<file path="config.mk">
export PLATFORM = sky130hd
export DESIGN_NAME = prog_loader
export DESIGN_NICKNAME = d
export VERILOG_FILES = /design/src/rtl/prog_loader_pkg.sv /design/src/rtl/loader_byte_packer.sv /design/src/rtl/prog_loader.sv
export SDC_FILE = /design/constraint.sdc
export NUM_CORES = 1
export LEC_CHECK = 0
export ABC_AREA = 1
export CAP_MARGIN = 20
export CORE_ASPECT_RATIO = 1.75
export CORE_MARGIN = 1.5
export CORE_UTILIZATION = 50
export CTS_CLUSTER_DIAMETER = 120
export CTS_CLUSTER_SIZE = 24
export DETAILED_ROUTE_END_ITERATION = 16
export PLACE_DENSITY_LB_ADDON = 0.2
export SYNTH_ARGS = -nofsm -noshare
export SYNTH_HDL_FRONTEND = slang
export SYNTH_SLANG_ARGS = --single-unit
</file>
<file path="constraint.sdc">
create_clock -name clk -period 3.85 [get_ports clk]
set_input_delay 0.77 -clock clk [delete_from_list [all_inputs] [get_ports clk]]
set_output_delay 0.77 -clock clk [all_outputs]
set_load 0.01 [all_outputs]
</file>
<file path="src/rtl/prog_loader_pkg.sv">
// ============================================================================
//  Module      : prog_loader_pkg
//  Description : Shared types and constants for the runtime program loader.
//                Optional feature macro: PROG_LOADER_CHECKSUM_EN.
//  Revision    : 1.0 - initial release
// ============================================================================
`default_nettype none

package prog_loader_pkg;

    // Width of the frame length field (LEN_LO + LEN_HI)
    localparam int LEN_W = 16;

    // Default frame start byte
    localparam logic [7:0] MAGIC_DEFAULT = 8'hA5;

    // Loader FSM states; CSUM only exists when the checksum is built in
    typedef enum logic [2:0] {
        ST_IDLE   = 3'd0,
        ST_LEN_LO = 3'd1,
        ST_LEN_HI = 3'd2,
        ST_DATA   = 3'd3,
`ifdef PROG_LOADER_CHECKSUM_EN
        ST_CSUM   = 3'd4,
`endif
        ST_DONE   = 3'd5,
        ST_ERR    = 3'd6
    } loader_state_e;

endpackage

`default_nettype wire

</file>
<file path="src/rtl/loader_byte_packer.sv">
// ============================================================================
//  Module      : loader_byte_packer
//  Description : Packs a little-endian byte stream into 32-bit words. The
//                incoming fourth byte completes the word combinationally so
//                the word is available in the same cycle it is accepted.
//  Revision    : 1.0 - initial release
// ============================================================================
`default_nettype none

module loader_byte_packer (
    input  logic        clk,
    input  logic        rst,
    input  logic        clear,
    input  logic        byte_valid,
    input  logic [7:0]  byte_data,
    output logic        word_valid,
    output logic [31:0] word_data
);

    logic [1:0]  cnt;
    logic [23:0] hold;   // bytes 0..2 of the word in progress, newest on top

    // Byte counter and holding register; cleared at frame start or abort
    always_ff @(posedge clk or posedge rst) begin
        if (rst) begin
            cnt  <= 2'd0;
            hold <= 24'd0;
        end else if (clear) begin
            cnt  <= 2'd0;
            hold <= 24'd0;
        end else if (byte_valid) begin
            cnt  <= cnt + 2'd1;
            hold <= {byte_data, hold[23:8]};
        end
    end

    assign word_valid = byte_valid && (cnt == 2'd3);
    assign word_data  = {byte_data, hold};

endmodule

`default_nettype wire

</file>
<file path="src/rtl/prog_loader.sv">
// ============================================================================
//  Module      : prog_loader
//  Description : Receives a framed byte stream (MAGIC, LEN_LO, LEN_HI,
//                payload[, XOR checksum]) and writes it into IMEM while
//                holding the core in reset until a valid image is loaded.
//                Optional feature macro: PROG_LOADER_CHECKSUM_EN.
//  Revision    : 1.0 - initial release
// ============================================================================
`default_nettype none

module prog_loader
    import prog_loader_pkg::*;
#(
    parameter int         IMEM_DEPTH = 1024,
    parameter logic [7:0] MAGIC      = MAGIC_DEFAULT,
    localparam int        AW         = $clog2(IMEM_DEPTH)
) (
    input  logic          clk,
    input  logic          rst,
    input  logic [7:0]    in_data,
    input  logic          in_valid,
    output logic          in_ready,
    input  logic          restart,
    output logic          imem_we,
    output logic [AW-1:0] imem_addr,
    output logic [31:0]   imem_wdata,
    output logic          core_hold,
    output logic          done,
    output logic          err
);

    localparam logic [LEN_W-1:0] DEPTH_L = LEN_W'(IMEM_DEPTH);

`ifdef PROG_LOADER_CHECKSUM_EN
    localparam loader_state_e ST_TAIL = ST_CSUM;
`else
    localparam loader_state_e ST_TAIL = ST_DONE;
`endif

    loader_state_e    state, state_nxt;
    logic [7:0]       len_lo;
    logic [LEN_W-1:0] len;
    logic [LEN_W-1:0] len_in;
    logic [AW-1:0]    word_idx;
    logic             accept;
    logic             frame_start;
    logic             data_byte;
    logic             last_word;
    logic             word_valid;
    logic [31:0]      word_data;

    // restart wins over a simultaneous handshake: that byte is dropped
    assign accept      = in_valid && in_ready && !restart;
    assign frame_start = accept && (state == ST_IDLE) && (in_data == MAGIC);
    assign data_byte   = accept && (state == ST_DATA);
    assign len_in      = {in_data, len_lo};
    assign last_word   = word_valid && (LEN_W'(word_idx) == len - LEN_W'(1));

    loader_byte_packer u_packer (
        .clk        (clk),
        .rst        (rst),
        .clear      (restart || frame_start),
        .byte_valid (data_byte),
        .byte_data  (in_data),
        .word_valid (word_valid),
        .word_data  (word_data)
    );

`ifdef PROG_LOADER_CHECKSUM_EN
    logic [7:0] csum;

    // Running XOR over payload bytes, restarted with each frame
    always_ff @(posedge clk or posedge rst) begin
        if (rst) begin
            csum <= 8'd0;
        end else if (restart || frame_start) begin
            csum <= 8'd0;
        end else if (data_byte) begin
            csum <= csum ^ in_data;
        end
    end
`endif

    // State register
    always_ff @(posedge clk or posedge rst) begin
        if (rst) begin
            state <= ST_IDLE;
        end else begin
            state <= state_nxt;
        end
    end

    // Next-state logic; non-MAGIC bytes in IDLE are silently discarded
    always_comb begin
        state_nxt = state;
        if (restart) begin
            state_nxt = ST_IDLE;
        end else begin
            case (state)
                ST_IDLE:   if (frame_start) state_nxt = ST_LEN_LO;
                ST_LEN_LO: if (accept)      state_nxt = ST_LEN_HI;
                ST_LEN_HI: begin
                    if (accept) begin
                        if (len_in > DEPTH_L)         state_nxt = ST_ERR;
                        else if (len_in == '0)        state_nxt = ST_TAIL;
                        else                          state_nxt = ST_DATA;
                    end
                end
                ST_DATA:   if (last_word)   state_nxt = ST_TAIL;
`ifdef PROG_LOADER_CHECKSUM_EN
                ST_CSUM: begin
                    if (accept) state_nxt = (in_data == csum) ? ST_DONE : ST_ERR;
                end
`endif
                ST_DONE:   state_nxt = ST_DONE;
                ST_ERR:    state_nxt = ST_ERR;
                default:   state_nxt = ST_IDLE;
            endcase
        end
    end

    // Registered status outputs, derived from the state being entered
    always_ff @(posedge clk or posedge rst) begin
        if (rst) begin
            in_ready  <= 1'b0;
            done      <= 1'b0;
            err       <= 1'b0;
            core_hold <= 1'b1;
        end else begin
            in_ready  <= (state_nxt != ST_DONE) && (state_nxt != ST_ERR);
            done      <= (state_nxt == ST_DONE);
            err       <= (state_nxt == ST_ERR);
            core_hold <= (state_nxt != ST_DONE);
        end
    end

    // Length capture and word index; the length check keeps word_idx in range
    always_ff @(posedge clk or posedge rst) begin
        if (rst) begin
            len_lo   <= 8'd0;
            len      <= '0;
            word_idx <= '0;
        end else begin
            if (accept && (state == ST_LEN_LO)) len_lo <= in_data;
            if (accept && (state == ST_LEN_HI)) len    <= len_in;
            if (restart || frame_start) begin
                word_idx <= '0;
            end else if (word_valid) begin
                word_idx <= word_idx + AW'(1);
            end
        end
    end

    // IMEM write port: one-cycle strobe after the word's fourth byte
    always_ff @(posedge clk or posedge rst) begin
        if (rst) begin
            imem_we    <= 1'b0;
            imem_addr  <= '0;
            imem_wdata <= 32'd0;
        end else begin
            imem_we <= word_valid;
            if (word_valid) begin
                imem_addr  <= word_idx;
                imem_wdata <= word_data;
            end
        end
    end

endmodule

`default_nettype wire

</file>
==> metrics.cfg <==
[run_status]
outcome = complete, no violations

[timing]
slew_violations = 0
setup_tns_ns = 0
timing.final.crit_share = 0.7036
rsz0062_at_grt = false
fin_crit_ns = 2.709
timing.slew.headroom = 0.3984
setup_slack_ns = 1.141
tightest_slew_ns = 0.8991
whs_ns = 0.4810
setup_viol = 0
skew_ns = 0.006719
hold_viol = 0
fmax_ghz = 0.3691

[synthesis]
synth.top_cells.by_count = nand2_1 (180), dfrtp_1 (109), inv_1 (64)
synthAdderAreaFrac = 0.007536
synth-simple-area-share = 0.2479
ys_seq_area_frac = 0.5529
synth_cell_types = 32
synth_xor_area_frac = 0.01758
yosys_warnings = 0
synth_area_per_cell_um2 = 8.371
syn_area_um2 = 4981
yosys.area.top_type_share = 0.5476
syn-num-nets = 610
synth_top_cells_by_area = dfrtp_1 (55%), nand2_1 (14%), o21ai_0 (5.5%)
yosysMostFrequentCell = nand2_1
synthCells = 595
synth_edf_count = 0
synth_top_family_by_area = simple AND/OR/NAND/NOR gates
synthMuxAreaShare = 0
async_flop_share = 1.000
synth_flop_cell = dfrtp_1
synth_compound_area_frac = 0.1035
synth_seq_cells = 110
synth_top_cell_by_area = dfrtp_1

[cells_and_area]
antennaDiodeCount = 0
nNetsFinal = 662
areaGrowthSynthToFinish_pct = 19.74
drive_above_1_share = 0.06452

[global_routing]
overflow = 0
grt_pass1_vias = 4049
grt_usage = 0.2405
antenna_found_initial = 0
grt_pass1_wl_mm = 19.59
grt_max_degree = 83

[cts]
cts.hold.buffers_added = 0
clock_sinks = 110
clock-root-buffer = clkbuf_16
cts_resized = 0
clock_latency_ns = 0.35
cts_setup_buffers = 0
htree_num_levels = 3
cts_buffers = 9
clk_pin_slew_worst_paths_ns = 0.07
tritoncts = done
cts_buffer_depth = 2

[routing]
postRouteAntennaNets = 0
drc = 0
vias_per_cell = 5.295
wl_mm = 11.77
wire_per_inst_um = 15.17
drt-pass1-iter-count = 6
via_count = 4109
detail_route.iter0.violations = 336

[floorplan]
die-area_um2 = 10590
dieHeight_um = 135.0
fp-row-count = 48
start_util = 0.5088
core-area_um2 = 9789
io_pins = 59
die_x_um = 78.45

[worst_setup_path]
criticalPathCategory = input port to flop
worstSetupStartpointType = input port
endpoint_kind = flop
cp.arrival_ns = 2.97
path_max_fanout = 21
crit_required_ns = 4.11
r2r_setup_slack_ns = 1.68

[power_and_ir_drop]
comb_power_share = 0.106
p_leak_nw = 2.859
vdd_drop_max_mv = 0.3012
p_sw_frac = 0.2556
p_sw_mw = 0.5894
powerDensity_nw_per_um2 = 386.6
p_int_mw = 1.716
p_seq_frac = 0.518
pwr-share-clk = 0.377

[placement]
dp.final_hpwl_mm = 8.493
pre_cts_ws_ns = 0.7769
gp_congestion = 0.9716
io_buffers = 58

[job]
maxCapViolCount = 0

[worst_hold_path]
hp-class = flop to flop

[cells by family after synthesis]
logic type	count (synthesis)
adders and majority gates	3
and+or+nand+nor	285
buffers and inverters	90
DFF	110
AOI/OAI and AO/OA	97
xor gates and xnor gates	10
[layout by cell type, fill, tap and decap left out, types with 9 or more instances in the layout]
master / n
o21ai_1: 15
o21ai_0: 55
nor2_1: 40
nand2_1: 180
o22ai_1: 11
a21oi_1: 9
clkbuf_16: 9
clkdlybuf4s50_1: 58
nand3_1: 31
dfrtp_1: 109
inv_1: 63
[flip-flops by register name (all words and copies together) (netlist names)]
| register | flops |
|---|---|
| in_ready | 1 |
| done | 1 |
| state | 3 |
| len | 16 |
| u_packer.cnt | 2 |
| imem_wdata | 32 |
| err | 1 |
| imem_we | 1 |
| imem_addr | 10 |
| len_lo | 8 |
| u_packer.hold | 24 |
| core_hold | 1 |
| word_idx | 10 |
[per-layer routing]
layer	wire, um	GRT usage	part of all wire	vias up
li1	-	-	-	2000
met1	4680	0.2807	0.40	1987
met2	6242	0.4198	0.53	95
met3	436	0.03986	0.037	27
met4	412	0.1250	0.035	0
met5	0	0	0	-
[final cells by class]
type,instances,area [um2]
flip-flops and latches,110,2754
clock inverters,4,31.28
multi-input cells,395,1876
inverters,69,261.5
clock buffers,11,242.7
fillers,844,3825
well taps,125,156.4
repair buffers,62,643.1
[per-stage QoR]
step | instance area, um2 | power, mW | utilization | cells
6_report | 5964 | 2.306 | 0.6093 | 776
5_1_grt | 5964 | 2.402 | 0.6093 | 776
4_1_cts | 5937 | 2.316 | 0.6065 | 775
3_5_place_dp | 5663 | 1.457 | 0.5785 | 760
3_3_place_gp | 5663 | 1.451 | 0.5785 | 760
2_1_floorplan | 4981 | 1.390 | - | 595
[worst max-delay path, cell delays in order]
cell and delay, ns:
clkdlybuf4s50_1 0.56, inv_1 0.11, nor4_1 0.22, nand3_1 0.16
nand2_2 0.23, inv_2 0.21, nand2_1 0.46, nand3_1 0.14
o21ai_0 0.11
[power groups by stage]
stage,registers (mW),logic [mW],clock network (mW)
after floorplan,1.21,0.183,0
after global placement,1.22,0.235,0
after detailed placement,1.22,0.241,0
after CTS,1.19,0.242,0.880
after global routing,1.20,0.278,0.928
final,1.19,0.244,0.869
[final timing paths]
check | start | to | cells after the start
worst max-delay path | in_data[5] | u_packer.hold[10] | 9
worst min-delay path | u_packer.hold[2] | imem_wdata[2] | 2
worst max register to register | state[1] | word_idx[8] | 9
worst min register to register | u_packer.hold[2] | imem_wdata[2] | 2
max in group asynchronous | rst | u_packer.hold[5] | 4
min in group asynchronous | rst | done | 2
Note: power is estimated with default switching activity, not from simulation.
